File: config.mk
export PLATFORM = sky130hd
export DESIGN_NAME = systolic_row_feeder
export DESIGN_NICKNAME = d
export VERILOG_FILES = /design/src/rtl/systolic_row_feeder_pkg.sv /design/src/rtl/systolic_row_feeder_skew_lane.sv /design/src/rtl/systolic_row_feeder.sv
export SDC_FILE = /design/constraint.sdc
export NUM_CORES = 1
export LEC_CHECK = 0
export ABC_AREA = 1
export CAP_MARGIN = 15
export CORE_ASPECT_RATIO = 2
export CORE_UTILIZATION = 40
export CTS_CLUSTER_DIAMETER = 200
export DETAILED_ROUTE_END_ITERATION = 8
export HOLD_SLACK_MARGIN = 0.02
export PLACE_DENSITY = 0.74
export SYNTH_ARGS = -nofsm -noshare
export SYNTH_HDL_FRONTEND = slang
export SYNTH_SLANG_ARGS = --single-unit
File: constraint.sdc
create_clock -name clk -period 1.5 [get_ports clk]
set_input_delay 0.45 -clock clk [delete_from_list [all_inputs] [get_ports clk]]
set_output_delay 0.45 -clock clk [all_outputs]
set_load 0.005 [all_outputs]
File: src/rtl/systolic_row_feeder_pkg.sv
// Shared types and helpers for the systolic row feeder.
// Holds the FSM state encoding, the default word width and a constant clog2.
package systolic_row_feeder_pkg;

    localparam int DATA_WIDTH_DEF = 32;

    typedef enum logic [1:0] {
        ST_IDLE   = 2'd0,
        ST_STREAM = 2'd1,
        ST_FLUSH  = 2'd2
    } state_t;

    function automatic int clog2(input int n);
        int r;
        r = 0;
        while ((1 << r) < n) begin
            r = r + 1;
        end
        return r;
    endfunction

endpackage

File: src/rtl/systolic_row_feeder_skew_lane.sv
// One lane of the skew: a (DELAY+1)-deep data/valid shift register with enable.
// The word entering on d appears on q after DELAY+1 enabled cycles.
module skew_lane #(
    parameter int DATA_WIDTH = 32,
    parameter int DELAY      = 0
) (
    input  logic                  clk,
    input  logic                  rst,
    input  logic                  en,
    input  logic [DATA_WIDTH-1:0] d,
    input  logic                  v_in,
    output logic [DATA_WIDTH-1:0] q,
    output logic                  v_out
);

    logic [DATA_WIDTH-1:0] data_sr [DELAY+1];
    logic [DELAY:0]        valid_sr;

    always_ff @(posedge clk or negedge rst) begin
        if (!rst) begin
            for (int k = 0; k <= DELAY; k++) begin
                data_sr[k] <= '0;
            end
            valid_sr <= '0;
        end else if (en) begin
            data_sr[0]  <= d;
            valid_sr[0] <= v_in;
            for (int k = 1; k <= DELAY; k++) begin
                data_sr[k]  <= data_sr[k-1];
                valid_sr[k] <= valid_sr[k-1];
            end
        end
    end

    assign q     = data_sr[DELAY];
    assign v_out = valid_sr[DELAY];

endmodule

File: src/rtl/systolic_row_feeder.sv
// Feeds row vectors into the systolic array as a skewed wavefront (lane i delayed by i advances).
// After the last vector of a block, LANES-1 bubbles drain the skew before new input is taken.
module systolic_row_feeder
    import systolic_row_feeder_pkg::*;
#(
    parameter int DATA_WIDTH = DATA_WIDTH_DEF,
    parameter int LANES      = 4,
    parameter int CNT_W      = 16
) (
    input  logic                        clk,
    input  logic                        rst,
    input  logic [LANES*DATA_WIDTH-1:0] in_vec,
    input  logic                        in_stb,
    input  logic                        in_last,
    output logic                        in_ack,
    input  logic                        arr_ack,
    output logic [LANES*DATA_WIDTH-1:0] lane_data,
    output logic [LANES-1:0]            lane_stb,
    output logic                        out_last,
    output logic                        busy,
    output logic [CNT_W-1:0]            vec_cnt,
    output logic [1:0]                  state
);

    localparam int              FC_W    = clog2(LANES);
    localparam logic [FC_W-1:0] FC_LAST = FC_W'(LANES - 2);

    // Handshake: a vector moves when in_stb && in_ack; the array takes one
    // wavefront step whenever arr_ack is high and the feeder advances.
    state_t          state_q;
    state_t          state_d;
    logic            accept;
    logic            bubble;
    logic            adv;
    logic            flush_done;
    logic [FC_W-1:0] flush_cnt;
    logic [LANES-1:0] last_sr;

    assign accept     = in_stb && in_ack;
    assign bubble     = (state_q == ST_FLUSH) && arr_ack;
    assign adv        = accept || bubble;
    assign flush_done = bubble && (flush_cnt == FC_LAST);

    always_ff @(posedge clk or negedge rst) begin
        if (!rst) begin
            state_q <= ST_IDLE;
        end else begin
            state_q <= state_d;
        end
    end

    always_comb begin
        state_d = state_q;
        case (state_q)
            ST_IDLE: begin
                if (accept) begin
                    state_d = in_last ? ST_FLUSH : ST_STREAM;
                end
            end
            ST_STREAM: begin
                if (accept && in_last) begin
                    state_d = ST_FLUSH;
                end
            end
            ST_FLUSH: begin
                if (flush_done) begin
                    state_d = ST_IDLE;
                end
            end
            default: state_d = ST_IDLE;
        endcase
    end

    always_comb begin
        in_ack = rst && arr_ack && (state_q != ST_FLUSH);
        busy   = (state_q != ST_IDLE);
        state  = state_q;
    end

    always_ff @(posedge clk or negedge rst) begin
        if (!rst) begin
            flush_cnt <= '0;
        end else if (bubble) begin
            flush_cnt <= flush_done ? '0 : flush_cnt + 1'b1;
        end
    end

    // Last tag travels with the final lane only, so it lines up with its element there.
    always_ff @(posedge clk or negedge rst) begin
        if (!rst) begin
            last_sr <= '0;
        end else if (adv) begin
            last_sr <= {last_sr[LANES-2:0], accept && in_last};
        end
    end

    assign out_last = last_sr[LANES-1] && lane_stb[LANES-1];

    always_ff @(posedge clk or negedge rst) begin
        if (!rst) begin
            vec_cnt <= '0;
        end else if (accept) begin
            vec_cnt <= (state_q == ST_IDLE) ? CNT_W'(1) : vec_cnt + 1'b1;
        end
    end

    for (genvar i = 0; i < LANES; i++) begin : g_lane
        skew_lane #(
            .DATA_WIDTH (DATA_WIDTH),
            .DELAY      (i)
        ) u_lane (
            .clk   (clk),
            .rst   (rst),
            .en    (adv),
            .d     (accept ? in_vec[i*DATA_WIDTH +: DATA_WIDTH] : '0),
            .v_in  (accept),
            .q     (lane_data[i*DATA_WIDTH +: DATA_WIDTH]),
            .v_out (lane_stb[i])
        );
    end

endmodule
Word-level counts from Yosys, hierarchy flattened
Cells that the tools add are included.
{"block": "totals", "ff_bits": 354, "out_inout_bits": 153}
{"block": "classes", "addsub": 2, "n_eq_ne": 7, "muxes": 11, "n_reduce_logical": 11}
{"op": "32-bit 2-to-1 mux", "count": 4}
{"op": "16-bit by 1-bit adder with 16-bit output, second input constant", "count": 1}
{"op": "16-bit 2-to-1 mux", "count": 1}
{"op": "2-bit 2-to-1 mux", "count": 5}
{"op": "2-bit != test, second input constant", "count": 4}
{"op": "1-bit logical AND", "count": 7}
{"op": "2-bit case mux with 3 select lines", "count": 1}
{"op": "2-bit == test, second input constant", "count": 2}
{"op": "3-bit AND reduction", "count": 1}
{"op": "2-bit by 1-bit adder with 2-bit output, second input constant", "count": 1}
{"op": "2-bit by 1-bit == test with 1-bit output, second input constant", "count": 1}
{"op": "2-bit zero test", "count": 1}
{"op": "2-bit nonzero test", "count": 1}
{"op": "1-bit logical OR", "count": 1}

Longest topological paths before layout
{"block": "logic_depth", "word_depth": 6, "mapped_depth": 9, "mapped_depth_nobuf": 9}

Cells and area by module
A second synthesis with hierarchy kept.
{"block": "unflattened", "cells_unflattened": 1939, "hier_area_um2": 15627.5}
{"module": "skew_lane at g_lane[3].u_lane", "n_inst": 1, "cells_each": 590, "area_per_inst_um2": 5248.8, "seq_area_each_um2": 3303.2}
{"module": "skew_lane at g_lane[2].u_lane", "n_inst": 1, "cells_each": 450, "area_per_inst_um2": 3963.8, "seq_area_each_um2": 2477.4}
{"module": "skew_lane at g_lane[1].u_lane", "n_inst": 1, "cells_each": 311, "area_per_inst_um2": 2721.4, "seq_area_each_um2": 1651.6}
{"module": "systolic_row_feeder", "n_inst": 1, "cells_each": 448, "area_per_inst_um2": 2388.5, "seq_area_each_um2": 600.6}
{"module": "skew_lane at g_lane[0].u_lane", "n_inst": 1, "cells_each": 140, "area_per_inst_um2": 1305.0, "seq_area_each_um2": 825.8}

Worst setup path after synthesis
OpenSTA, ideal clock, no wires.
{"block": "synth_timing", "kind": "register -> register", "startpoint": "reg state_q[0], in the netlist state[0]", "endpoint": "reg g_lane[2].u_lane.data_sr[56] (netlist bit)", "arrival_ps": 1240, "required_time_ps": 1376, "slack_ps": 136, "stages_incl_launch_ff": 9, "n_path_buf": 2, "synth_period_minus_slack_ps": 1364, "cell_sequence": "dfrtp_1 -> inv_1 -> nand2_2 -> inv_1 -> nand2_4 -> nand2_4 -> buf_4 -> buf_2 -> a21oi_1"}
{"block": "synth_between", "elab_chain_len": 4}
{"item": "from (decl)", "line": "systolic_row_feeder.sv:30", "source": "state_t state_q;"}
{"item": "from (signal assigned)", "line": "systolic_row_feeder.sv:48", "source": "state_q <= state_d;"}
{"item": "2-bit != test", "line": "systolic_row_feeder.sv:75", "source": "in_ack = rst && arr_ack && (state_q != ST_FLUSH);"}
{"item": "1-bit logical AND", "line": "systolic_row_feeder.sv:75"}
{"item": "1-bit logical AND", "line": "systolic_row_feeder.sv:39", "source": "assign accept = in_stb && in_ack;"}
{"item": "1-bit logical OR (*)", "line": "systolic_row_feeder.sv:41", "source": "assign adv = accept || bubble;"}
{"item": "to (signal, indexed assignment)", "line": "systolic_row_feeder_skew_lane.sv:29", "source": "data_sr[k] <= data_sr[k-1];"}
{"item": "to (decl)", "line": "systolic_row_feeder_skew_lane.sv:16", "source": "logic [DATA_WIDTH-1:0] data_sr [DELAY+1];"}
Every way passes the cells marked *; elsewhere a longest branch is shown, timed or not.
A chain may end at the register's enable or synchronous reset.

Worst setup path in the final report
{"block": "layout_timing", "startpoint": "reg state_q[1], in the netlist state[1]", "endpoint": "reg g_lane[1].u_lane.data_sr, in the netlist g_lane[1].u_lane.q[16]"}
{"block": "layout_between", "elab_chain_len": 4}
{"item": "2-bit != test", "line": "systolic_row_feeder.sv:75"}
{"item": "1-bit logical AND", "line": "systolic_row_feeder.sv:75"}
{"item": "1-bit logical AND", "line": "systolic_row_feeder.sv:39"}
{"item": "1-bit logical OR (*)", "line": "systolic_row_feeder.sv:41"}
{"item": "to (signal, indexed assignment)", "line": "systolic_row_feeder_skew_lane.sv:29"}
{"item": "to (decl)", "line": "systolic_row_feeder_skew_lane.sv:16"}
Marks and branches as above.

==> flow_results.xml <==
<?xml version="1.0" encoding="UTF-8"?>
<metrics>
  <group name="synthesis">
    <metric name="synth_cell_type_count" unit="">23</metric>
    <metric name="synthCells" unit="">1548</metric>
    <metric name="postSynthAreaPerCell" unit="um^2">9.217</metric>
    <metric name="synth.net_count" unit="">1682</metric>
    <metric name="sequential_to_total_area_share_from_yosys_stat" unit="">0.6103</metric>
    <metric name="synth.cell_area" unit="um^2">14270</metric>
    <metric name="ys_warn_count" unit="">0</metric>
    <metric name="postSynthRegisterBits" unit="">348</metric>
  </group>
  <group name="place">
    <metric name="dpl.cell_count" unit="">2177</metric>
    <metric name="hpwlAfterDp" unit="mm">24.69</metric>
    <metric name="place_area" unit="um^2">17460</metric>
    <metric name="placement.io_buffers" unit="">285</metric>
    <metric name="global_placer_s_final_weighted_congestion" unit="">0.8349</metric>
  </group>
  <group name="critical_path">
    <metric name="worstPathArrival" unit="ns">2.36</metric>
    <metric name="crit_path_start_kind" unit="">flop</metric>
    <metric name="timing.setup.critical_path_class" unit="">reg2reg</metric>
    <metric name="crit_path_end_kind" unit="">flop</metric>
    <metric name="cp_data_required_time" unit="ns">1.99</metric>
    <metric name="worstPathMaxFanout" unit="">8</metric>
  </group>
  <group name="global_route">
    <metric name="grtUsageTotal" unit="">0.2201</metric>
    <metric name="grt_pass1_vias" unit="">12157</metric>
    <metric name="antenna_violations_before_repair" unit="">7</metric>
    <metric name="grt-ovfl-total" unit="">0</metric>
    <metric name="grt_start_max_net_pins" unit="">134</metric>
    <metric name="first_pass_grt_wire_length" unit="mm">62.84</metric>
  </group>
  <group name="outcome">
    <metric name="result_of_the_run" unit="">complete, but fails checks</metric>
    <metric name="failed_checks" unit="">negative setup slack</metric>
  </group>
  <group name="timing">
    <metric name="final.setup_skew" unit="ns">0.01842</metric>
    <metric name="final.setup.tns" unit="ns">-80.66</metric>
    <metric name="period_share" unit="">1.248</metric>
    <metric name="measured_slew_at_the_worst_slew_check_pin" unit="ns">0.7285</metric>
    <metric name="drv_slew" unit="">0</metric>
    <metric name="grt_setup_unrepaired" unit="">true</metric>
    <metric name="setup_viol" unit="">499</metric>
    <metric name="final.min_clock_period" unit="ns">1.872</metric>
    <metric name="finalHoldViolCount" unit="">0</metric>
    <metric name="fmax" unit="MHz">534.3</metric>
    <metric name="postLayoutSetupSlackWorst" unit="ns">-0.3716</metric>
    <metric name="holdWs" unit="ns">0.4098</metric>
    <metric name="timing.max_slew.rel_slack" unit="">0.5143</metric>
  </group>
  <group name="die">
    <metric name="core_region_area" unit="um^2">35070</metric>
    <metric name="die_w" unit="um">135.6</metric>
    <metric name="num_rows" unit="">97</metric>
    <metric name="area_of_the_die" unit="um^2">36480</metric>
    <metric name="ioPinCount" unit="">286</metric>
    <metric name="die_height" unit="um">269.1</metric>
    <metric name="start_util" unit="">0.4068</metric>
  </group>
  <group name="power_and_ir_drop">
    <metric name="cellPowerDensity" unit="nW/um^2">1897</metric>
    <metric name="vdd.ir_drop.worst" unit="mV">1.260</metric>
    <metric name="leakage" unit="nW">11.36</metric>
    <metric name="design_power_total" unit="W">0.04486</metric>
  </group>
  <group name="cells_and_area">
    <metric name="fin_cells" unit="">2481</metric>
    <metric name="layout_common_cells" unit="">dfrtp_1 (347), nand2_1 (278), buf_4 (161)</metric>
    <metric name="flow.area_growth_from_synthesis" unit="%">65.73</metric>
    <metric name="layout.nets" unit="">2139</metric>
    <metric name="layout.cell_area.non_filler" unit="um^2">23650</metric>
    <metric name="drive_gt1_frac" unit="">0.4894</metric>
    <metric name="layout.cells.most_common" unit="">dfrtp_1</metric>
  </group>
  <group name="clocking">
    <metric name="insertion_delay" unit="ns">0.58</metric>
    <metric name="cts_root_buffer" unit="">clkbuf_16</metric>
    <metric name="clock_tree_from_tritoncts" unit="">done</metric>
    <metric name="htree_num_levels" unit="">1</metric>
    <metric name="total_clock_buffers_created_by_cts" unit="">31</metric>
    <metric name="cts_sinks" unit="">348</metric>
    <metric name="max-clock-path-buffers" unit="">3</metric>
    <metric name="cts.clk_slew.worst_paths" unit="ns">0.07</metric>
  </group>
  <group name="detailed_routing">
    <metric name="drt.antenna.violating_nets" unit="">0</metric>
    <metric name="drt_drc_violations_left" unit="">0</metric>
    <metric name="drt_pass1_iterations" unit="">5</metric>
    <metric name="drtIter0Drc" unit="">673</metric>
    <metric name="post_drt_wl_per_cell" unit="um">21.01</metric>
    <metric name="route.vias.total" unit="">12961</metric>
    <metric name="vias_per_cell" unit="">5.224</metric>
    <metric name="route.final.wire_length" unit="mm">52.12</metric>
  </group>
  <group name="flow_run">
    <metric name="max_cap_violations" unit="">0</metric>
  </group>
  <group name="min_path">
    <metric name="hold_path.class" unit="">in2reg</metric>
  </group>
</metrics>
metrics by stage:
step	util	worst slack, ns
floorplan	-	0.1358
global placement	0.4978	-0.5964
detailed placement	0.4978	-0.6027
CTS	0.5593	-0.3524
global route	0.6742	-0.4253
finish	0.6742	-0.3716
final timing paths:
kind	from	end	slack, ns	cells after the start
setup / recovery	state[1]	g_lane[1].u_lane.q[16]	-0.37	11
hold / removal	in_vec[25]	g_lane[0].u_lane.q[25]	0.41	3
setup reg to reg	state[1]	g_lane[1].u_lane.q[16]	-0.37	11
hold reg to reg	g_lane[2].u_lane.q[22]	g_lane[2].u_lane.q[22]	0.51	2
max in group asynchronous	rst	g_lane[2].u_lane.q[1]	0.10	4
min in group asynchronous	rst	g_lane[3].u_lane.q[4]	0.43	3
flip-flops by register name (all words and copies together), names as in the netlist:
| register | cells |
|---|---|
| flush_cnt | 2 |
| g_lane.u_lane.data_sr | 192 |
| g_lane.u_lane.q | 128 |
| g_lane.u_lane.valid_sr | 4 |
| last_sr | 4 |
| state | 2 |
| vec_cnt | 16 |
final cells by class:
class / instances / area [um^2]
diodes: 7 / 17.52
clock buffers: 41 / 853.3
clock inverters: 16 / 170.2
fillers: 2313 / 11430
inverters: 133 / 516.7
multi-input cells: 883 / 6167
flip-flops and latches: 348 / 8710
well taps: 445 / 556.8
repair buffers: 608 / 6656
timing repair:
item                                    CTS  global route
pin swaps                                 7            79
hold buffers                              1             0
gates resized for setup                 742           763
endpoints found under the setup margin  203           580
endpoints found under the hold margin     8             0
cloned                                   25            42
setup buffers                            89           107
worst max-delay path, stage by stage (launching register included):
cell	delay, ns
dfrtp_1	0.42
buf_6	0.14
nand2_4	0.06
buf_6	0.12
nand3_4	0.12
buf_12	0.18
nand2_8	0.11
buf_12	0.13
buf_12	0.16
buf_12	0.16
nor2_2	0.06
a21oi_2	0.13
cells in the mapped netlist:
master | instances | area [um^2]
nor2_2 | 2 | 12.51
ha_1 | 1 | 12.51
o21ai_1 | 24 | 120.1
nand2_4 | 2 | 22.52
buf_1 | 6 | 22.52
inv_1 | 131 | 491.7
dfrtp_1 | 348 | 8708
buf_6 | 7 | 78.83
nor3_1 | 4 | 20.02
o2111ai_1 | 1 | 8.760
o21ai_0 | 91 | 455.4
a21oi_2 | 1 | 8.760
buf_2 | 40 | 200.2
nand3_4 | 1 | 17.52
nand3_1 | 122 | 610.6
nand2_1 | 373 | 1400
inv_2 | 2 | 7.510
nor2_1 | 132 | 495.5
buf_4 | 115 | 863.3
a21oi_1 | 122 | 610.6
nand4_1 | 5 | 31.28
clkbuf_1 | 17 | 63.81
nand2_2 | 1 | 6.260
power breakdown:
group | leakage [nW] | internal, W | switching (W)
clock network | 0.501 | 0.00453 | 0.00371
registers | 4.30 | 0.0136 | 0.00311
logic | 6.56 | 0.0105 | 0.00941
total | 11.4 | 0.0286 | 0.0162
cells by family after synthesis:
kind of cell	share of synthesized area
adders and majority gates	0.0008767
and+or+nand+nor	0.1834
AOI/OAI and AO/OA	0.08436
buffers and inverters	0.1211
DFF	0.6103
routing by layer:
layer / vias to the layer above / wire length, um / track usage / part of all wire
met3: 213 / 2470 / 0.02764 / 0.047
met2: 550 / 27660 / 0.4021 / 0.53
met4: 0 / 3864 / 0.1319 / 0.074
li1: 5729 / - / - / -
met1: 6469 / 18130 / 0.2357 / 0.35
met5: - / 0 / 0 / 0
(Power assumes the default switching activity.)
==> edit (same settings) <==
The package constant `DATA_WIDTH_DEF` goes from 32 to 48.
--- a/src/rtl/systolic_row_feeder_pkg.sv
+++ b/src/rtl/systolic_row_feeder_pkg.sv
@@ -3,5 +3,5 @@
 package systolic_row_feeder_pkg;
 
-    localparam int DATA_WIDTH_DEF = 32;
+    localparam int DATA_WIDTH_DEF = 48;
 
     typedef enum logic [1:0] {
Interface: changed (resized in_vec and lane_data); port bits go from 286 to 414. The function was not compared with the original's and may differ.
==> edit against the unedited design <==
The run still ends with negative setup slack left; synthesized area is 44% higher; combinational power is 22% lower; critical path type is now reg2out; global-route usage is 2.2 points lower; design area is 19% higher; total power is 8.9% higher; sequential cell count is 160 higher; critical path depth is 7 lower; setup slack better by 18 ps; non-clock buffer count is 56 higher; wire length is 11% higher; count of clock-buffer cells in the layout is 21 higher.
==> edit: results (changes against the unedited design) <==
Status
  – Status: finished, violations left
  – Failing checks: negative setup slack

CTS
  – Max Buffers Root-to-Sink: 3 (unchanged)
  – Num CTS Buffers: 44 (+42%)
  – Post_cts resized: 968 (+30%)
  – CTS H-Tree Depth: 2 (+1)
  – CTS Root Cell: clkbuf_16
  – Clk slew on worst S/H paths: 70 ps (about the same)
  – Clk Latency, worst-skew pair: 580 ps (about the same)
  – Setup Buffers After CTS: 82 (-7.9%)

Synth
  – Synth area leaders: dfrtp_1, nand2_1, buf_4
  – Multiplexer share of the synthesized area: 0% (unchanged)
  – XOR/XNOR Fraction of Synth Area: 0% (unchanged)
  – Syn Nets: 2388 (+42%)
  – Post-synthesis async set-or-reset flop share: 100% (unchanged)
  – Synth Area per Inst: 9.39 um2 (+1.9%)
  – Synth top cells by count: dfrtp_1, nand2_1, nor2_1, inv_1, a21oi_1
  – Largest family of logic cells by synthesized area: simple AND/OR/NAND/NOR gates
  – Total of warnings raised by yosys: 0 (unchanged)
  – Count of cell types in the netlist: 23 (unchanged)
  – Compound-Gate Fraction of Synth Area: 9.93% (+1.5 points)
  – Part of the Yosys area used for sequential elements: 61.8% (+0.76 points)
  – Post-Synth Adder-Cell Area: 0.0608% (-0.027 points)

Layout
  – Nets: 2829 (+32%)
  – Fin cells: 3327 (+34%)
  – Share of post-route cells with drive strength above 1: 25.9% (-23 points)
  – Max FFs per register: 288 (+50%)
  – Layout fillers: 4266 (+84%)
  – Most flop-heavy register: g_lane.u_lane.data_sr

GRT
  – Pin count of the biggest net entering global routing: 167 (+25%)
  – Tot GR Track Use: 19.8% (-2.2 points)
  – First-pass GRT wire length: 81500 um (+30%)
  – Initial antenna violation count: 15 (+8)

Timing
  – Final TNS setup: -72040 ps (+8610 ps)
  – Setup-failing EPs final: 703 (+41%)
  – Worst setup slack after layout: -354 ps (+17.6 ps)
  – Clock skew: 24.8 ps (+6.38 ps)
  – Least-Margin Pin Slew: 1060 ps (+330 ps)

Placed design
  – I/O Buffers: 413 (+45%)
  – Post-DP HPWL: 35100 um (+42%)
  – Post-Place Cell Area: 0.0249 mm2 (+43%)
  – Pre-CTS setup slack: -842 ps (-239 ps)
  – Cells after DPL: 3088 (+42%)
  – Placer Congestion: 0.848 (+1.6%)

Worst setup path
  – Crit path max fanout: 2 (-6)
  – CP delay by family, top: flip-flops
  – CP max stage cell: dfrtp_1
  – Slowest stage delay, CP: 400 ps (-20 ps)

Drt
  – First drt pass iteration count: 5 (unchanged)
  – DRT iter0 DRCs: 1080 (+60%)
  – Vias: 16242 (+25%)
  – WL/cell: 17.4 um (-17%)

Power
  – VDD IR max: 1.09 mV (-14%)
  – P_leak: 13.4 nW (+18%)

Min path
  – Tightest Hold Check Type: in2async
## edit: cell count changes after synthesis, moves of 19 or more
cell and delta:
dfrtp_1 +160, nor2_1 +81, a21oi_1 +80, inv_1 +77, nand2_1 +68, o21ai_1 +53
buf_2 +44, buf_4 +37, o21ai_0 +19
## edit: worst paths after layout
path                                               from                            end  slack [ps]  depth (start not counted)
max                                            state[0]                           busy        -350                          4
min reg2reg                g_lane[2].u_lane.data_sr[86]         g_lane[2].u_lane.q[38]         460                          2
min                                                 rst   g_lane[3].u_lane.data_sr[94]          60                          3
min in group clk                            in_vec[127]  g_lane[2].u_lane.data_sr[127]         410                          3
max reg2reg                                    state[0]  g_lane[3].u_lane.data_sr[177]        -230                         10
max in group asynchronous                           rst          g_lane[2].u_lane.q[5]         510                          3
## edit: report_power, final
group | total, mW | internal, mW | switching (mW)
registers | 22.1 | 19.2 | 2.85
clock network | 11.2 | 6.06 | 5.10
logic | 15.6 | 7.95 | 7.68
## edit: layer usage
| layer | track usage, % | vias up | wire length [um] |
|---|---|---|---|
| li1 | - | 7648 | - |
| met2 | 35.3 | 538 | 31200 |
| met1 | 21.3 | 7882 | 20300 |
| met3 | 3.99 | 166 | 3050 |
| met4 | 11.6 | 8 | 3290 |
| met5 | 0 | - | 58 |
## edit: final cells by class
cell class	count	area [um2]	area share, %
Antenna cell	10	25.0	0.0887
Clock buffer	62	1260	4.47
Clock inverter	16	124	0.439
Inverter	212	825	2.92
Multi-Input combinational cell	1201	5750	20.4
Sequential cell	508	12700	45.1
Tap cell	654	818	2.90
Timing Repair Buffer	664	6690	23.7
## edit: worst register-to-register path: stages (launching register included)
cell       delay (ps)
dfrtp_1           400
inv_2              70
nand2_2            70
buf_4             150
nand3_4           120
buf_8             150
clkinv_16          80
buf_12            130
bufbuf_16         280
nand2_1            60
o21ai_0            70
